File: config.mk
export PLATFORM = sky130hd
export DESIGN_NAME = ika2151_dac_receiver
export DESIGN_NICKNAME = d
export VERILOG_FILES = /design/src/rtl/ika2151_dac_receiver.sv
export SDC_FILE = /design/constraint.sdc
export NUM_CORES = 1
export LEC_CHECK = 0
export ABC_AREA = 1
export CELL_PAD_IN_SITES_DETAIL_PLACEMENT = 2
export CELL_PAD_IN_SITES_GLOBAL_PLACEMENT = 2
export CORE_UTILIZATION = 29
export DETAILED_ROUTE_END_ITERATION = 8
export PLACE_DENSITY_LB_ADDON = 0.1
export SKIP_LAST_GASP = 1
export SYNTH_ARGS = -nofsm -noshare
export SYNTH_HDL_FRONTEND = slang
export SYNTH_SLANG_ARGS = --single-unit
export TNS_END_PERCENT = 5
File: constraint.sdc
create_clock -name i_EMUCLK -period 1.7 [get_ports i_EMUCLK]
set_input_delay 0.425 -clock i_EMUCLK [delete_from_list [all_inputs] [get_ports i_EMUCLK]]
set_output_delay 0.425 -clock i_EMUCLK [all_outputs]
set_load 0.02 [all_outputs]
File: src/rtl/ika2151_dac_receiver.sv
// Receiving end of the serial DAC link: deserializes 16-bit floating-point
// frames from SO/SH1/SH2, converts them to signed linear PCM and tracks frame lock.
module ika2151_dac_receiver #(
    parameter bit ZERO_EXP_MUTE = 1'b1
) (
    input  logic        i_EMUCLK,
    input  logic        i_IC_n,
    input  logic        i_phi1_NCEN_n,
    input  logic        i_SO,
    input  logic        i_SH1,
    input  logic        i_SH2,
    input  logic        i_ERR_CLR,
    output logic [15:0] o_L,
    output logic [15:0] o_R,
    output logic        o_L_VALID,
    output logic        o_R_VALID,
    output logic        o_SAMPLE_STROBE,
    output logic        o_LOCKED,
    output logic        o_FRAME_ERR
);

    // state       | meaning
    // ST_UNLOCKED | no frame timing; next single SHx edge is accepted and locks
    // ST_EXP_L    | locked, next frame must end with an SH1 edge 16 enables later
    // ST_EXP_R    | locked, next frame must end with an SH2 edge 16 enables later
    typedef enum logic [1:0] {
        ST_UNLOCKED = 2'd0,
        ST_EXP_L    = 2'd1,
        ST_EXP_R    = 2'd2
    } state_t;

    state_t      state, state_nx;
    logic        en;
    logic [15:0] sr;
    logic        sh1_d, sh2_d;
    logic [4:0]  cnt;
    logic        pair;
    logic        fall1, fall2, edge_any;
    logic        accept_l, accept_r, err;
    logic [2:0]  exp_f;
    logic [9:0]  mant;
    logic [15:0] mant_ext;
    logic [2:0]  shamt;
    logic [15:0] dec;
    logic        unused_sr_lsbs;

    assign en       = ~i_phi1_NCEN_n;
    assign fall1    = en & sh1_d & ~i_SH1;
    assign fall2    = en & sh2_d & ~i_SH2;
    assign edge_any = fall1 | fall2;
    assign o_LOCKED = (state != ST_UNLOCKED);

    // The three oldest bits of a frame carry no information.
    assign unused_sr_lsbs = ^sr[2:0];

    // Decode the frame currently held in sr (the 16 bits before this enable).
    always_comb begin
        exp_f    = sr[15:13];
        mant     = {~sr[12], sr[11:3]};
        mant_ext = {{6{mant[9]}}, mant};
        shamt    = (exp_f == 3'd0) ? 3'd0 : exp_f - 3'd1;
        dec      = mant_ext << shamt;
        if (ZERO_EXP_MUTE && (exp_f == 3'd0)) begin
            dec = 16'h0000;
        end
    end

    always_ff @(posedge i_EMUCLK or negedge i_IC_n) begin
        if (!i_IC_n) begin
            state <= ST_UNLOCKED;
        end else begin
            state <= state_nx;
        end
    end

    always_comb begin
        state_nx = state;
        accept_l = 1'b0;
        accept_r = 1'b0;
        err      = 1'b0;
        if (fall1 && fall2) begin
            err      = 1'b1;
            state_nx = ST_UNLOCKED;
        end else if (edge_any) begin
            case (state)
                ST_UNLOCKED: begin
                    accept_l = fall1;
                    accept_r = fall2;
                    state_nx = fall1 ? ST_EXP_R : ST_EXP_L;
                end
                ST_EXP_L: begin
                    if (fall1 && (cnt == 5'd15)) begin
                        accept_l = 1'b1;
                        state_nx = ST_EXP_R;
                    end else begin
                        err      = 1'b1;
                        state_nx = ST_UNLOCKED;
                    end
                end
                ST_EXP_R: begin
                    if (fall2 && (cnt == 5'd15)) begin
                        accept_r = 1'b1;
                        state_nx = ST_EXP_L;
                    end else begin
                        err      = 1'b1;
                        state_nx = ST_UNLOCKED;
                    end
                end
                default: state_nx = ST_UNLOCKED;
            endcase
        end
    end

    always_ff @(posedge i_EMUCLK or negedge i_IC_n) begin
        if (!i_IC_n) begin
            sr              <= 16'h0000;
            sh1_d           <= 1'b0;
            sh2_d           <= 1'b0;
            cnt             <= 5'd0;
            pair            <= 1'b0;
            o_L             <= 16'h0000;
            o_R             <= 16'h0000;
            o_L_VALID       <= 1'b0;
            o_R_VALID       <= 1'b0;
            o_SAMPLE_STROBE <= 1'b0;
            o_FRAME_ERR     <= 1'b0;
        end else begin
            // Strobes are derived from en-gated edges, so they last one EMUCLK.
            o_L_VALID       <= accept_l;
            o_R_VALID       <= accept_r;
            o_SAMPLE_STROBE <= accept_r & pair;

            if (en) begin
                sr    <= {i_SO, sr[15:1]};
                sh1_d <= i_SH1;
                sh2_d <= i_SH2;
                if (edge_any) begin
                    cnt <= 5'd0;
                end else if (cnt != 5'd31) begin
                    cnt <= cnt + 5'd1;
                end
            end

            if (accept_l) begin
                o_L <= dec;
            end
            if (accept_r) begin
                o_R <= dec;
            end

            if (err) begin
                pair <= 1'b0;
            end else if (accept_l) begin
                pair <= 1'b1;
            end else if (accept_r) begin
                pair <= 1'b0;
            end

            if (err) begin
                o_FRAME_ERR <= 1'b1;
            end else if (en && i_ERR_CLR) begin
                o_FRAME_ERR <= 1'b0;
            end
        end
    end

endmodule

==> summary.txt <==
================================================================================
Leakage power summed over all cells                                     2.000 nW
Routed wire length                                                       8931 um
Failing checks                                                      negative setup slack
Wire length of the first global-routing pass                           14,950 um
Ratio of total power to cell area                                   1542 nW/um^2
IO Port Bufs                                                                  43
TNS Setup                                                              -2.093 ns
Area share of and/or/nand/nor cells after synthesis                       32.86%
Kind of cell adding the most delay to the critical path             buffers and inverters
Main combinational cell family by area after synthesis              simple AND/OR/NAND/NOR gates
Pin count of the biggest net entering global routing                          60
Final count of pins violating max slew                                         0
Residual antenna-violating net count after detailed routing                    0
Sequential cell area fraction in the yosys report                         50.43%
Detailed-route via count                                                   2,621
Area fraction in compound gates after synthesis                           5.940%
Time the worst path needs with I/O delays and setup                     1.778 ns
Post-detailed-route wirelength per cell                                 15.84 um
Max-cap violations                                                             0
Die Span X                                                              102.5 um
Standard-cell rows                                                            36
Drt pass-1 iters                                                               3
Part of the cycle the worst path needs                                    104.6%
Core Area                                                              9774 um^2
I/O pin cnt                                                                   44
Post-Syn Instances                                                           355
Critical Path Slowest Stage Cell                                    clkdlybuf4s50_1
Area of all placed cells without fillers                               4026 um^2
Critical setup path kind                                            flop to output port
Endpoint of the most critical register-to-register path                     pair
Non-filler cells in the finished layout                                      564
Clock tree from TritonCTS                                                  built
Endpoint required time on the critical path                              1.27 ns
Total overflow reported by the global router                                   0
Relative slew margins                                                     71.52%
Arrival @ worst endpoint                                                 1.35 ns
Number of clock buffers inserted by TritonCTS                                  9
Endpoint class of the critical path                                  output port
Worst-margin pin slew                                                  0.4261 ns
Global routing usage summed across all routing layers                     19.23%
Count of placed standard cells including taps                                544
H-Tree Depth                                                                   3
Insertion delay of the later-clocked pin in the worst-skew pair          0.36 ns
Post-DP HPWL                                                             6240 um
# hold bufs at CTS                                                             0
Top fanout value on the critical path                                          2
Post-synth top flop                                                      dfrtp_1
Instance area after placement                                          3660 um^2
Area delta synth->final                                                   37.52%
Cell variety after synth                                                      30
Initial core utilization                                                  29.95%
DRC violation total after the first TritonRoute iteration                     48
Number of vias per cell after detailed routing                             4.647
Highest metal layer with signal wires                                       met4
CTS sink count                                                                59
Amount of wire on met2 after detailed routing                            4431 um
Result of the run                                                   complete, but fails checks
Power consumption                                                       6.210 mW
Number of nets in the finished design                                        440
Mapped cell area                                                       2928 um^2
EDFF count, synth                                                              0
Final worst-path setup slack                                         -0.07804 ns
Achievable clock frequency                                             562.4 MHz
Chip height                                                             102.5 um
Cell Chain, Critical Path                                           clkdlybuf4s50_1
Routed wl met3                                                            255 um
Cell at the root of the clock tree                                      clkbuf_8
Mean instance size in the synthesized netlist                         8.247 um^2
Clock-pin slew on the worst setup and hold paths                         0.07 ns
RSZ-0062 raised after global routing                                         yes
DRC errors left                                                                0
Origin of the critical flop-to-flop path                                  cnt[0]
Peak per-stage delay on the critical path                                0.62 ns
Xor and xnor fraction of the mapped netlist area                         0.5983%
Setup crit start kind                                                       flop
Fraction of final layout cells with drive strength greater than 1         18.56%
Multiplexer share of the synthesized area                                0.3419%
CP Buf/Inv Count                                                               1
Metal-1 WL                                                               4121 um
Depth of the worst register-to-register path                                  10
Setup-failing EPs final                                                       66
Number of endpoints with negative hold slack in the final report               0
Total nets after synthesis                                                   369
Vias in the first global route                                             2,869
# fillers                                                                  1,134
Clk_skew                                                              0.01173 ns
Async set or reset register ratio after synthesis                         100.0%
Tightest Hold Check Type                                            input pin to async pin
Antenna violations before repair                                               0
Ant. Diodes                                                                    0
Register-to-register setup slack                                        -0.05 ns
Synth Register Bits                                                           59
Routability congestion estimate                                           0.7289
Worst voltage drop across the vdd grid                                  423.8 uV
Number of buffers on the longest clock path                                    2
Adder-cell share of the synthesized area                                  2.991%
Crit. Startpoint                                                          o_R[4]
Final core area utilization                                               41.19%
Number of synthesis warnings                                                   0
Die Area                                                             10,500 um^2
================================================================================
-- kinds of logic after synthesis --
| logic type | count (synthesis) |
|---|---|
| mux | 1 |
| flops | 59 |
| fa+ha+maj | 7 |
| buf+inv | 40 |
| xor+xnor | 2 |
| simple gates | 216 |
| compound gates | 30 |
-- area by class of cell --
| type | instances | area [um^2] | share of cell area, % |
|---|---|---|---|
| Multi-Input combinational cell | 256 | 1296 | 32.19 |
| Clock inverter | 5 | 100.1 | 2.486 |
| Clock buffer | 11 | 141.4 | 3.512 |
| Inverter | 26 | 100.1 | 2.486 |
| Tap cell | 133 | 166.4 | 4.133 |
| Timing Repair Buffer | 74 | 745.7 | 18.52 |
| Sequential cell | 59 | 1476 | 36.67 |
-- power breakdown --
group          switching [mW]  internal [mW]  total (mW)  leakage [nW]
sequential              0.286           1.84        2.13         0.767
combinational            1.36           1.11        2.47          1.11
clock                   0.604           1.01        1.61         0.123
total                    2.25           3.97        6.21          2.00
-- flip-flops by register name (all words and copies together) (netlist names) --
signal and flops:
cnt 5, o_FRAME_ERR 1, pair 1, o_SAMPLE_STROBE 1, o_R_VALID 1, o_L 16
sh2_d 1, o_L_VALID 1, sr 13, state 2, o_R 16, sh1_d 1
-- layout by cell type (no fill, tap or decap), types with 2 or more instances in the layout --
cell type,Yosys,final
inv_2,2,3
dfrtp_1,59,59
nand2_1,139,137
o31ai_1,2,2
ha_1,7,5
o21ai_1,3,4
nand2_2,6,8
buf_2,5,2
inv_1,23,22
buf_16,0,2
buf_12,0,4
nor2_1,8,8
o21ai_0,19,18
buf_4,3,24
nand3_2,8,12
clkinv_2,0,2
bufinv_16,0,3
o22ai_1,3,3
clkdlybuf4s50_1,0,40
clkbuf_8,0,10
nand3_1,49,45
-- per-stage QoR --
stage,setup slack (ns),hold WS [ns]
after floorplan,0.03199,0.1294
after global placement,-0.1369,0.4588
after detailed placement,-0.2085,0.4615
after CTS,-0.09156,0.06024
after global routing,-0.2068,0.05532
final,-0.07804,0.04670
-- synth_stat cells, types with 3 or more instances --
cell type,count,area (um^2)
buf_2,5,25.02
buf_4,3,22.52
buf_6,4,45.04
dfrtp_1,59,1476
ha_1,7,87.58
inv_1,23,86.33
nand2_1,139,521.8
nand2_2,6,37.54
nand3_1,49,245.2
nand3_2,8,80.08
nor2_1,8,30.03
o21ai_0,19,95.09
o21ai_1,3,15.01
o22ai_1,3,18.77
-- how the worst max path moves through the flow --
stage | endpoint | slack, ns | cells after the start
floorplan | state[1] | 0.03 | 9
global placement | o_R[10] | -0.14 | 10
detailed placement | o_R[2] | -0.21 | 10
CTS | o_L[2] | -0.09 | 10
global route | o_L[2] | -0.21 | 10
finish | o_R[4] | -0.08 | 1
-- metal layers --
metal / global-route usage, % / up-vias
met1: 24.19 / 1298
met2: 31.95 / 36
met4: 5.934 / 0
met5: 0 / -
met3: 5.335 / 9
li1: - / 1278
-- timing repair --
action,in CTS,in global routing
pin swaps,2,4
setup endpoints to repair,67,78
gates cloned,2,0
resized for setup,21,2
buffers inserted,2,0
(Power assumes the default switching activity.)
